--- config.mk ---
export PLATFORM = sky130hd
export DESIGN_NAME = id_ex_skid_pipe_reg
export DESIGN_NICKNAME = d
export VERILOG_FILES = /design/src/rtl/id_ex_skid_pipe_reg.sv
export SDC_FILE = /design/constraint.sdc
export NUM_CORES = 1
export LEC_CHECK = 0
export CAP_MARGIN = 20
export CORE_ASPECT_RATIO = 1.1
export CORE_MARGIN = 4
export CORE_UTILIZATION = 51
export DETAILED_ROUTE_END_ITERATION = 16
export GPL_TIMING_DRIVEN = 0
export PLACE_DENSITY = 0.81
export SKIP_CTS_REPAIR_TIMING = 1
export SLEW_MARGIN = 25
export SYNTH_ARGS = -nofsm -noshare
export SYNTH_HDL_FRONTEND = slang
export SYNTH_SLANG_ARGS = --single-unit
--- constraint.sdc ---
create_clock -name clk -period 12.15 [get_ports clk]
set_input_delay 1.8225 -clock clk [delete_from_list [all_inputs] [get_ports clk]]
set_output_delay 1.8225 -clock clk [all_outputs]
set_load 0.03 [all_outputs]
--- src/rtl/id_ex_skid_pipe_reg.sv ---
// ID->EX pipeline register with valid/ready handshake and a two-entry skid buffer.
// Control enables read as zero in bubbles; includes sync flush and a saturating stall counter.
module id_ex_skid_pipe_reg #(
  parameter int DATA_W = 136,
  parameter int CTRL_W = 5,
  parameter int CNT_W  = 16
) (
  input  logic              clk,
  input  logic              rst,
  input  logic              flush,
  input  logic              in_valid,
  output logic              in_ready,
  input  logic [DATA_W-1:0] in_data,
  input  logic [CTRL_W-1:0] in_ctrl,
  output logic              out_valid,
  input  logic              out_ready,
  output logic [DATA_W-1:0] out_data,
  output logic [CTRL_W-1:0] out_ctrl,
  input  logic              cnt_clr,
  output logic [CNT_W-1:0]  stall_cnt
);

  typedef enum logic [1:0] {
    EMPTY = 2'b00,
    FULL  = 2'b01,
    SKID  = 2'b11
  } state_t;

  state_t            state, state_n;
  logic [DATA_W-1:0] main_data_p1, main_data_n, skid_data_p1, skid_data_n;
  logic [CTRL_W-1:0] main_ctrl_p1, main_ctrl_n, skid_ctrl_p1, skid_ctrl_n;
  logic              accept, release_ev, stall;

  function automatic logic [CNT_W-1:0] sat_inc(input logic [CNT_W-1:0] v);
    return (&v) ? v : v + {{(CNT_W-1){1'b0}}, 1'b1};
  endfunction

  // Both handshake flags decode straight from the state flops, so in_ready never sees out_ready.
  assign out_valid  = (state != EMPTY);
  assign in_ready   = (state != SKID);
  assign accept     = in_valid & in_ready;
  assign release_ev = out_valid & out_ready;
  assign stall      = out_valid & ~out_ready;
  assign out_data   = main_data_p1;
  assign out_ctrl   = main_ctrl_p1;

  always_comb begin
    state_n     = state;
    main_data_n = main_data_p1;
    main_ctrl_n = main_ctrl_p1;
    skid_data_n = skid_data_p1;
    skid_ctrl_n = skid_ctrl_p1;
    if (flush) begin
      state_n     = EMPTY;
      main_data_n = '0;
      main_ctrl_n = '0;
      skid_data_n = '0;
      skid_ctrl_n = '0;
    end else begin
      case (state)
        EMPTY: begin
          if (accept) begin
            main_data_n = in_data;
            main_ctrl_n = in_ctrl;
            state_n     = FULL;
          end
        end
        FULL: begin
          if (accept && release_ev) begin
            main_data_n = in_data;
            main_ctrl_n = in_ctrl;
          end else if (accept) begin
            skid_data_n = in_data;
            skid_ctrl_n = in_ctrl;
            state_n     = SKID;
          end else if (release_ev) begin
            // Draining to a bubble: clear so EX never sees stale enables.
            main_data_n = '0;
            main_ctrl_n = '0;
            state_n     = EMPTY;
          end
        end
        SKID: begin
          if (release_ev) begin
            main_data_n = skid_data_p1;
            main_ctrl_n = skid_ctrl_p1;
            skid_data_n = '0;
            skid_ctrl_n = '0;
            state_n     = FULL;
          end
        end
        default: begin
          state_n     = EMPTY;
          main_data_n = '0;
          main_ctrl_n = '0;
          skid_data_n = '0;
          skid_ctrl_n = '0;
        end
      endcase
    end
  end

  // Stage p1: state, main and skid registers
  always_ff @(posedge clk or posedge rst) begin
    if (rst) begin
      state        <= EMPTY;
      main_data_p1 <= '0;
      main_ctrl_p1 <= '0;
      skid_data_p1 <= '0;
      skid_ctrl_p1 <= '0;
    end else begin
      state        <= state_n;
      main_data_p1 <= main_data_n;
      main_ctrl_p1 <= main_ctrl_n;
      skid_data_p1 <= skid_data_n;
      skid_ctrl_p1 <= skid_ctrl_n;
    end
  end

  always_ff @(posedge clk or posedge rst) begin
    if (rst) begin
      stall_cnt <= '0;
    end else if (cnt_clr) begin
      stall_cnt <= '0;
    end else if (stall) begin
      stall_cnt <= sat_inc(stall_cnt);
    end
  end

endmodule
==> run summary <==
Vias in the first global route: 11,200
Share of cells above drive strength 1: 0.0539
Crit share post-route: 0.334
P&R area growth vs syn: 34.0%
EDFF count, synth: 0
Worst EP arrival: 2.24 ns
Top_reg_cell synth: dfrtp_1
Synth Area in XOR/XNOR: 0
Most Frequent Cell on Critical Path: inv_1
NumNets Final: 1,709
Largest delay contributor family on the critical path: buffers and inverters
Main combinational cell family by area after synthesis: compound AO/OA/AOI/OAI gates
Crit path buf inv count: 4
Top Ports: 306
Sequential share of the synthesized area: 0.560
Final hold vios: 0
Multi-input logic area: 4910 sq um
Skew-Pair Late Insertion Delay: 0.55 ns
Clock sinks: 300
Max-Slew Margin vs Limit: 0.460
CP max-delay cell: clkdlybuf4s50_1
Min-delay worst type: reg2reg
Die Y: 178 microns
Clock root cell: clkbuf_16
Fmax: 246 MHz
CP Max Fanout: 8
All-Layer GR Usage: 0.256
Post-synth net total: 1,370
Final wirelength: 37.9 mm
WS Path Type: reg2out
Fin. max-slew vios: 0
Grt met2 use: 0.428
Pleak: 7.72 nW
Worst slew pin tran: 0.810 ns
CP endpoint kind: output pin
Power, Total: 3.79 mW
Seq cells post-synth: 300
Number of detailed-route iterations in the first pass: 5
Count of input and output buffers: 303
Max-cap viol count: 0
# setup viols final: 0
Synth cell count leaders: dfrtp_1 (300), inv_1 (152), nand2_1 (150)
Vias after detailed routing: 11,000
Top cells by area, synth: dfrtp_1 (56%), mux2i_1 (11%), o2bb2ai_1 (9.2%)
Distinct cell type count after synthesis: 43
Iter 0 DRT Violations: 912
CTS tree: yes
Synth Area in Compound Gates: 0.189
Mux cell area share after synthesis: 0.106
Die area: 28,900 sq um
Pwr Density: 211 nW/um^2
Met1 global-route usage: 0.347
Most common cell in the netlist: dfrtp_1
Sequential Area: 7510 sq um
RSZ-0062 raised after global routing: false
Simple-gate share of the synthesized area: 0.0666
Ys async rst share: 1.00
Synthesis Warnings: 0
Peak VDD IR: 0.116 mV
Drt wl/cell: 19.7 microns
Post-Route Skew: 0.00920 ns
Outcome: complete, no violations
Crit path depth: 5
Synth area leader: dfrtp_1
Final min period: 4.06 ns
CTS Buffer Depth: 3
GPL Wtd Cong: 0.828
CTS buffer count: 31
Core ar.: 25,600 sq um
Largest net degree at the start of global routing: 85
Num rows: 61
Adder-cell share of the synthesized area: 0.00467
Post-Syn Area: 13,400 sq um
Total gr overflow: 0
Mean Syn Cell Area: 11.0 sq um
Antenna violation net count after detailed routing: 0
FF-to-FF path depth: 8
# DRC: 0
Dpl hpwl: 26.2 mm
DR vias/cell: 5.69
Worst path max stage delay: 0.73 ns
Fin util: 0.703
Crit path required time: 10.33 ns
Fillers: 1,851
Hold Path Depth: 1
Initial Util: 0.524
Critical Path Source Type: flip-flop
Met3 Resource Use GR: 0.0448
CTS clk-pin slew, worst paths: 0.06 ns
Die X: 163 microns
GRT busiest layer: met2
Yosys top cell area share: 0.560
Max H-tree Level: 1
Critical Path, Cell by Cell: inv_1, ha_1, buf_2, inv_1, clkdlybuf4s50_1
First-pass GRT wire length: 60.5 mm
Antenna violations before repair: 2
Cell count after synthesis: 1,218
## stage by stage
stage	setup WS, ns	cells	cell area [sq um]	hold slack [ns]	setup TNS (ns)
floorplan	2.04	1218	13400	0.498	0
global placement	-1.73	1867	16900	0.472	-514.14
detailed placement	7.80	1870	17000	0.472	0
CTS	8.07	1924	18000	0.491	0
global route	8.01	1925	18000	0.496	0
finish	8.09	1926	18000	0.486	0
## cell families after synthesis
kind of cell	count (synthesis)
adder cells (fa/ha/maj)	5
buffers and inverters	251
multiplexers	142
AO/OA/AOI/OAI	323
flip-flops	300
AND/OR/NAND/NOR	197
## state kept, by name, summed over array words and instances (netlist names)
name          cells
out_ctrl          5
skid_data_p1    136
stall_cnt        16
skid_ctrl_p1      5
state             2
out_data        136
## report_power, final
group / internal [mW] / switching [mW] / total, mW / leakage [nW]
registers: 1.22 / 0.139 / 1.36 / 4.09
clock network: 0.551 / 0.387 / 0.938 / 0.493
logic: 0.567 / 0.929 / 1.50 / 3.13
total: 2.34 / 1.45 / 3.79 / 7.72
## metal layers
metal  up-vias  wire length (microns)
li1       4984                      -
met1      5488                  15800
met2       416                  18400
met3        67                   2500
met4         2                   1220
met5         -                     13
## layout make-up
cell class	instances	share of cell area
antenna	2	0.000279
buffer	99	0.0230
multi-input combinational	667	0.274
tap	346	0.0241
clock inverter	9	0.00564
sequential	300	0.418
clock buffer	45	0.0500
timing repair buffer	306	0.173
inverter	152	0.0322
## path summary, 6_finish.rpt
| check | from | slack [ns] | endpoint |
|---|---|---|---|
| worst max-delay path | state[0] | 8.09 | out_valid |
| worst min-delay path | out_data[13] | 0.49 | out_data[13] |
| worst max register to register | state[1] | 9.42 | skid_data_p1[47] |
| worst min register to register | out_data[13] | 0.49 | out_data[13] |
| max in group asynchronous | rst | 9.28 | stall_cnt[14] |
| min in group asynchronous | rst | 1.70 | out_data[92] |
## placed cells by master (no fill, tap or decap), drive strengths merged, types with 2 or more instances in the layout
| master | netlist | final |
|---|---|---|
| dfrtp | 300 | 300 |
| or3 | 8 | 8 |
| nand3 | 4 | 4 |
| a21oi | 14 | 14 |
| nor2 | 6 | 6 |
| nand4 | 7 | 7 |
| buf | 34 | 37 |
| nor4b | 2 | 2 |
| o22ai | 2 | 2 |
| o31ai | 3 | 3 |
| o41ai | 2 | 2 |
| diode | 0 | 2 |
| o2bb2ai | 141 | 141 |
| nor4 | 3 | 3 |
| nor2b | 2 | 2 |
| a22oi | 141 | 141 |
| and4 | 4 | 4 |
| ha | 5 | 5 |
| clkbuf | 65 | 110 |
| inv | 152 | 153 |
| mux2i | 142 | 142 |
| clkinv | 0 | 5 |
| nor3 | 3 | 3 |
| clkdlybuf4s50 | 0 | 303 |
| o21ai | 13 | 13 |
| nand2 | 150 | 150 |
| bufinv | 0 | 2 |
| or4 | 2 | 2 |
| nand3b | 2 | 2 |
Power figures use the tool's default switching activity.
